`config.mk`:
```
export PLATFORM = sky130hd
export DESIGN_NAME = dot_product_acc_seq
export DESIGN_NICKNAME = d
export VERILOG_FILES = /design/src/rtl/dot_product_acc_seq.sv
export SDC_FILE = /design/constraint.sdc
export NUM_CORES = 1
export LEC_CHECK = 0
export BUFFER_PORTS_ARGS = -buffer_cell sky130_fd_sc_hd__buf_2
export CORE_MARGIN = 3
export CORE_UTILIZATION = 53
export CTS_BUF_LIST = sky130_fd_sc_hd__clkbuf_4 sky130_fd_sc_hd__clkbuf_8
export CTS_CLUSTER_DIAMETER = 120
export DETAILED_ROUTE_END_ITERATION = 6
export PLACE_DENSITY = 0.79
export SLEW_MARGIN = 25
export SYNTH_ARGS = -nofsm -noshare
export SYNTH_HDL_FRONTEND = slang
export SYNTH_SLANG_ARGS = --single-unit
```
`constraint.sdc`:
```
create_clock -name clk -period 2.8 [get_ports clk]
set_input_delay 0.14 -clock clk [delete_from_list [all_inputs] [get_ports clk]]
set_output_delay 0.14 -clock clk [all_outputs]
set_load 0.02 [all_outputs]
```
`src/rtl/dot_product_acc_seq.sv`:
```
// rtl/dot_product_acc_seq.sv - sequential 4-element dot-product accumulator with valid/ready handshake
// Adds one captured product per clock into a 2N+2-bit accumulator, then holds the sum until accepted.
module dot_product_acc_seq #(
  parameter int N = 8
) (
  input  logic               clk,
  input  logic               rst,
  input  logic               in_valid,
  output logic               in_ready,
  input  logic [2*N-1:0]     products [0:3],
  output logic               out_valid,
  input  logic               out_ready,
  output logic [2*N+1:0]     sum,
  output logic               pulse_acc,
  output logic [3:0]         cycle_count_acc
);

  localparam int PW = 2 * N;
  localparam int SW = 2 * N + 2;

  localparam logic [1:0] S_IDLE = 2'd0;
  localparam logic [1:0] S_ACC  = 2'd1;
  localparam logic [1:0] S_DONE = 2'd2;

  logic [1:0]    state_q, state_d;
  logic [1:0]    idx_q, idx_d;
  logic [PW-1:0] cap_q [0:3];
  logic [PW-1:0] cap_d [0:3];
  logic [SW-1:0] acc_q, acc_d;
  logic [SW-1:0] sum_q, sum_d;
  logic          out_valid_q, out_valid_d;
  logic          in_ready_q, in_ready_d;
  logic          pulse_acc_q, pulse_acc_d;
  logic [3:0]    cnt_q, cnt_d;
  logic [SW-1:0] acc_next;

  assign acc_next = acc_q + {2'b00, cap_q[idx_q]};

  always_comb begin
    state_d     = state_q;
    idx_d       = idx_q;
    acc_d       = acc_q;
    sum_d       = sum_q;
    out_valid_d = out_valid_q;
    cnt_d       = cnt_q;
    for (int i = 0; i < 4; i++) begin
      cap_d[i] = cap_q[i];
    end

    case (state_q)
      S_IDLE: begin
        if (in_valid && in_ready_q) begin
          for (int i = 0; i < 4; i++) begin
            cap_d[i] = products[i];
          end
          acc_d   = '0;
          idx_d   = 2'd0;
          state_d = S_ACC;
        end
      end
      S_ACC: begin
        acc_d = acc_next;
        idx_d = idx_q + 2'd1;
        cnt_d = cnt_q + 4'd1;
        // The last element goes straight into sum so out_valid lines up with the final add.
        if (idx_q == 2'd3) begin
          sum_d       = acc_next;
          out_valid_d = 1'b1;
          state_d     = S_DONE;
        end
      end
      S_DONE: begin
        if (out_valid_q && out_ready) begin
          out_valid_d = 1'b0;
          state_d     = S_IDLE;
        end
      end
      default: begin
        state_d     = S_IDLE;
        out_valid_d = 1'b0;
      end
    endcase

    // Registered copies of the next state keep every flag output glitch-free.
    in_ready_d  = (state_d == S_IDLE);
    pulse_acc_d = (state_d == S_ACC);
  end

  always_ff @(posedge clk or posedge rst) begin
    if (rst) begin
      state_q     <= S_IDLE;
      idx_q       <= 2'd0;
      acc_q       <= '0;
      sum_q       <= '0;
      out_valid_q <= 1'b0;
      in_ready_q  <= 1'b1;
      pulse_acc_q <= 1'b0;
      cnt_q       <= 4'd0;
      for (int i = 0; i < 4; i++) begin
        cap_q[i] <= '0;
      end
    end else begin
      state_q     <= state_d;
      idx_q       <= idx_d;
      acc_q       <= acc_d;
      sum_q       <= sum_d;
      out_valid_q <= out_valid_d;
      in_ready_q  <= in_ready_d;
      pulse_acc_q <= pulse_acc_d;
      cnt_q       <= cnt_d;
      for (int i = 0; i < 4; i++) begin
        cap_q[i] <= cap_d[i];
      end
    end
  end

  assign in_ready        = in_ready_q;
  assign out_valid       = out_valid_q;
  assign sum             = sum_q;
  assign pulse_acc       = pulse_acc_q;
  assign cycle_count_acc = cnt_q;

endmodule

```
# == After elaboration in Yosys (flattened, before gate mapping) ==
# Cells that the tools add are included.
# totals
reg_bits,111
output_inout_bits,25
word_cells,48
# classes
n_addsub,3
magnitude_cmp,1
eq_ne,7
mux,14
n_bitwise,2
n_reduce_logical,9
# op_table
operator,count
one-hot mux 18 bit (2 select lines),1
binary-select mux 16 bit (select 2 bit),1
two-way mux 16 bit,2
adder 18 x 16 -> 18 bit,1
two-way mux 18 bit,1
two-way mux 2 bit,4
"!= test 2 bit, second input constant",3
one-hot mux 2 bit (3 select lines),1
AND reduction 2 bit,3
"adder 4 x 1 -> 4 bit, second input constant",1
"== test 2 x 1 -> 1 bit, second input constant",2
"== test 2 bit, second input constant",2
logical NOT 2 bit,2
one-hot mux 2 bit (2 select lines),1
"greater-or-equal comparator 3 bit, second input constant",1
NOT 2 -> 3 bit,1
one-hot mux 1 bit (3 select lines),1
AND reduction 3 bit,1
"adder 2 x 1 -> 2 bit, second input constant",1
logical AND 1 bit,2
two-way mux 1 bit,2
nonzero test 2 bit,1
NOT 1 bit,1

# == Depth between registers and ports, before layout ==
# depth
word_depth,6
depth_mapped,11
ltp_nobuf,10

# == Worst setup path before layout ==
# OpenSTA, ideal clock, no wires.
# synth_path
path_type,register -> register
from,register idx_q[0]
to,register sum_q[16] (netlist: sum[16])
setup_time_ns,0.129
t_arrival_ns,2.938
required_ns,2.671
path_slack_ns,-0.267
stages_incl_launch_ff,12
path_buffers,3
period_less_slack_ns,3.067
cell_sequence,dfrtp_1 -> buf_2 -> buf_2 -> mux4_2 -> ha_1 -> buf_6 -> a21o_1 -> and3_4 -> a211o_1 -> o31ai_4 -> xnor2_1 -> o21ai_1
# synth_between
elab_chain_cells,5
word_cells_on_any_way,7
classes_between,1 x add/sub; 1 x eq/ne; 3 x mux; 1 x bitwise; 1 x reduce/logical
# synth_lines
item,line,source
start: declaration,26,"logic [1:0] idx_q, idx_d;"
start signal: assignment,104,idx_q <= idx_d;
NOT 2 -> 3 bit (not written as such),37,"assign acc_next = acc_q + {2'b00, cap_q[idx_q]};"
binary-select mux 16 bit (select 2 bit),37,
two-way mux 16 bit (not written as such) (2 in a row),37,
adder 18 x 16 -> 18 bit,37,
end signal: assignment,106,sum_q <= sum_d;
end: declaration,30,"logic [SW-1:0] sum_q, sum_d;"
# Several ways; a longest one is shown, not always the timed one. The select of a mux whose other input is x is not followed.
# A chain may end at the register's enable or synchronous reset.

# == Worst setup path in the final report ==
# layout_path
from,register idx_q[0]
to,register acc_q[16]
# layout_between
elab_chain_cells,6
# layout_lines
item,line,source
NOT 2 -> 3 bit (not written as such),37,
binary-select mux 16 bit (select 2 bit),37,
two-way mux 16 bit (not written as such) (2 in a row),37,
adder 18 x 16 -> 18 bit,37,
one-hot mux 18 bit (2 select lines),50,case (state_q)
end signal: assignment,93,acc_q <= '0;
end signal: assignment,105,acc_q <= acc_d;
end: declaration,29,"logic [SW-1:0] acc_q, acc_d;"
# Every way passes these cells. The select of a mux whose other input is x is not followed.

==> impl_summary.md <==
Status
The run finished, with violations left. The checks that failed: negative setup slack.

Pwr
The analysis attributes to cell leakage a power of around 3.6 nW. The worst-case IR drop observed on VDD is roughly 610 uV. The power per unit of standard cell area is 1290 nW/um2.

Route
The first TritonRoute pass finished after 6 iterations. Wires add up to 14.7 mm. The total DRC errors in the routed layout is 0. After detailed routing, the number of vias per cell comes to between 5 and 6. The final route contains 4903 vias. The violation count after the first detailed-route iteration is around 380. The antenna violation net count after detailed routing is 0. Dividing the detail-routed wire length by the instance count gives 16.3 um.

Synth
After synthesis, the mean cell area works out to 9.29 um2. The share of synthesized flip-flops with an asynchronous set or reset is 100%. After synthesis, the largest family of logic cells by area is simple AND/OR/NAND/NOR gates. In the synthesized netlist the dominant register cell turns out to be sky130_fd_sc_hd__dfrtp_1. The mapped netlist covers around 5500 um2. After synthesis, flip-flops and latches occupy 50.3% of the total area. During synthesis, Yosys emitted a total of 0 warnings.

Of the total synthesized cell area, the portion taken by XOR and XNOR cells is 2.54%. The synthesized netlist devotes 22.0% of its cell area to simple gates. Of the total synthesized cell area, the portion taken by full adders, half adders and majority gates is 4.44%. In the synthesized netlist, the cells that appear most often are sky130_fd_sc_hd__nand2_1 (232), sky130_fd_sc_hd__dfrtp_1 (110), sky130_fd_sc_hd__o21ai_0 (42). Ranked by total cell area, the synthesized netlist is headed by sky130_fd_sc_hd__dfrtp_1 (50%), sky130_fd_sc_hd__nand2_1 (16%), sky130_fd_sc_hd__mux4_2 (6.5%). In the synthesized netlist, mux cells make up ~7.1% of the area. Synthesis produced a netlist whose cell count is approximately 600.

The share of the synthesized area in the top cell type is 49.9%. The flop and latch count out of synthesis is 111. The most common cell in the synthesized netlist is sky130_fd_sc_hd__nand2_1. The synthesized design spends more area on one cell type than any other, namely sky130_fd_sc_hd__dfrtp_1. The unique cell type count in the Yosys netlist is 47.

The synthesized netlist net count is 681. The post-synthesis compound-gate area fraction is a little over a tenth. Counting flops with a built-in enable in the synthesized netlist gives 0.

Timing
Headroom to the max-slew limit came out at a little under two fifths. For the final database, setup skew stands at 0.0101 ns. The final total negative setup slack is -0.0704 ns. Once routing completed, OpenROAD measured the worst setup slack at -0.0704 ns. The final number of hold-violating endpoints was 0.

The count of pins over their slew limit is 0. The transition at the pin with the smallest max-transition slack is 0.942 ns. Setup violations remaining at the end of the flow were counted as 1. The final critical path time including I/O delays and setup is 2.87 ns.

Setup repair after global routing could not meet its margin everywhere. The fraction of the cycle the final worst path needs is 103%. Timing would allow up to around 350 MHz.

Worst setup path
Counting both buffers and inverters, the worst setup path holds a total of 1. The kind of start point of the critical path is a register. Traced cell by cell, the critical path runs through buf_4, mux4_2, ha_4, nand2b_4, a21o_4, a2111oi_4, o31ai_4, or3_1, o21ai_1. The cell type group with the largest total delay on the critical path is compound AO/OA/AOI/OAI gates. STA puts the critical path data arrival time at 3.18 ns. The slowest cell on the critical path is sky130_fd_sc_hd__mux4_2.

The critical path is of the register to register type. The data required time at the worst endpoint is 3.11 ns. The sort of element at the end of the critical path is a register. The largest stage delay on the critical path is roughly 0.55 ns. Of all nets on the critical path, the largest fanout is 6.

Die
The total I/O pin count is 93. The area of the die is 11700 um2. After floorplanning, the core was sized to cover roughly 10000 um2. The effective utilization at floorplan is a little under three fifths.

The die extent in x is 108 um. The die boundary height is 108 um. Row generation in the floorplan step produced 36 rows.

Placed design
The half-perimeter wire length of the detailed placement result is 9.28 mm. In this run the tool buffered the top-level ports with 92 buffer cells. The number of placed instances, taps included, is about 800. The placed cell area is 6240 um2.

The setup slack at placement is -0.117 ns. The congestion estimate from routability-driven global placement came to 0.888.

Hold path
The class of the tightest hold or removal check is input port to register.

CTS
The H-tree was split into 3 levels. Clock-pin slew was measured on the worst setup and hold paths at roughly 0.1 ns. TritonCTS built the clock tree. The number of buffers created by CTS is 9. No sink is reached through more buffers than the 2 on the longest clock path. The tree is rooted in a sky130_fd_sc_hd__clkbuf_8. The clock network latency to the later pin of the worst-skew pair is 0.38 ns. The clock sink total is between 100 and 150.

Global route
The number of antenna violations at the first check in global routing is 1. The total overflow reported by the global router is 0. The first global-routing pass estimated about 24 mm of wire. The via count of the first global-routing pass is 4929.

In the global route stage, overall resource usage came out at 25.9%. Entering global routing, the biggest net connects 81 pins.

Cells and area
The area added between synthesis and finish is 32.9%. The non-filler instance count after layout is 900. The end-of-flow core utilization is 73.7%. The net total in the final layout is 848. The layout cell share with drive strength beyond 1 is 25.2%.

The final instance area is 7340 um2.

Job
Across the run, the number of max-cap violations was 0.
registers in the layout (all words and copies together) (netlist names):
| name | count |
|---|---|
| cap_q | 64 |
| cycle_count_acc | 4 |
| acc_q | 18 |
| idx_q | 2 |
| out_valid | 1 |
| state_q | 2 |
| sum | 18 |
| in_ready | 1 |
| pulse_acc | 1 |
power breakdown:
part	switching [mW]	leakage [nW]	internal, mW
registers	0.514	1.39	2.37
clock network	0.542	0.0960	0.385
logic	3.16	2.12	2.52
timing repair:
item	CTS	global route
endpoints found under the hold margin	88	0
endpoints found under the setup margin	17	21
setup buffers	0	4
pin swaps	0	10
hold buffers	65	0
gates cloned	0	0
resized for setup	5	37
cells in the final DEF, fill, tap and decap left out, types with 3 or more instances in the layout:
master	Yosys	layout
sky130_fd_sc_hd__nand2_1	232	231
sky130_fd_sc_hd__dfrtp_1	110	109
sky130_fd_sc_hd__buf_2	3	92
sky130_fd_sc_hd__dlygate4sd3_1	0	65
sky130_fd_sc_hd__o21ai_0	42	36
sky130_fd_sc_hd__buf_4	0	28
sky130_fd_sc_hd__nand3_1	20	18
sky130_fd_sc_hd__a21oi_1	20	16
sky130_fd_sc_hd__mux4_2	16	16
sky130_fd_sc_hd__nor2_1	12	11
sky130_fd_sc_hd__clkbuf_8	0	11
sky130_fd_sc_hd__ha_4	0	10
sky130_fd_sc_hd__xnor2_1	9	8
sky130_fd_sc_hd__inv_1	10	8
sky130_fd_sc_hd__xor2_1	7	7
sky130_fd_sc_hd__o21ai_1	1	7
sky130_fd_sc_hd__nand4_1	6	6
sky130_fd_sc_hd__ha_1	18	6
sky130_fd_sc_hd__nand2b_1	6	5
sky130_fd_sc_hd__a21o_1	5	4
sky130_fd_sc_hd__a21oi_2	0	4
sky130_fd_sc_hd__o211ai_1	3	3
sky130_fd_sc_hd__nor3_1	3	3
sky130_fd_sc_hd__o21a_1	3	3
sky130_fd_sc_hd__o21bai_1	3	3
sky130_fd_sc_hd__a22oi_1	3	3
sky130_fd_sc_hd__mux2i_1	3	3
final cells by class:
type | instances | area, um2
repair buffers | 188 | 1370
well taps | 133 | 166
clock inverters | 4 | 30.0
fillers | 672 | 2620
clock buffers | 12 | 159
diodes | 1 | 2.50
multi-input cells | 441 | 2790
flip-flops and latches | 111 | 2780
inverters | 10 | 41.3
per-layer routing:
metal,up-vias,track usage [%],share of wire [%]
li1,2336,-,-
met1,2356,35.1,44
met2,180,42.7,48
met3,31,4.42,5.8
met4,0,8.75,2.5
met5,-,0,0
through the flow:
step / power, mW / hold WS (ns)
after CTS: 8.83 / 0.0900
after global placement: 7.54 / 0.229
after floorplan: 6.30 / 0.245
after global routing: 10.2 / 0.141
final: 9.48 / 0.0903
after detailed placement: 7.76 / 0.239
cell families after synthesis:
group	Yosys count
compound gates	93
xor+xnor	16
fa+ha+maj	19
buf+inv	42
flops	111
mux	19
simple gates	294
worst paths after layout:
kind | start | endpoint | slack, ns | depth (start not counted)
max | idx_q[0]$_DFFE_PP0P_ | acc_q[16]$_DFFE_PP0P_ | -0.07 | 9
min reg2reg | cycle_count_acc[3]$_DFFE_PP0P_ | cycle_count_acc[3]$_DFFE_PP0P_ | 0.47 | 1
max reg2reg | idx_q[0]$_DFFE_PP0P_ | acc_q[16]$_DFFE_PP0P_ | -0.07 | 9
min | out_ready | out_valid$_DFFE_PP0P_ | 0.09 | 4
max in group asynchronous | rst | cap_q[26]$_DFFE_PP0P_ | 1.64 | 4
min in group asynchronous | rst | sum[2]$_DFFE_PP0P_ | 0.36 | 3
worst min-delay path: stages:
cell and delay [ns]:
sky130_fd_sc_hd__buf_2 0.09, sky130_fd_sc_hd__nor2_1 0.04, sky130_fd_sc_hd__nand2_1 0.05, sky130_fd_sc_hd__o21ai_0 0.10
Power figures use the tool's default switching activity.
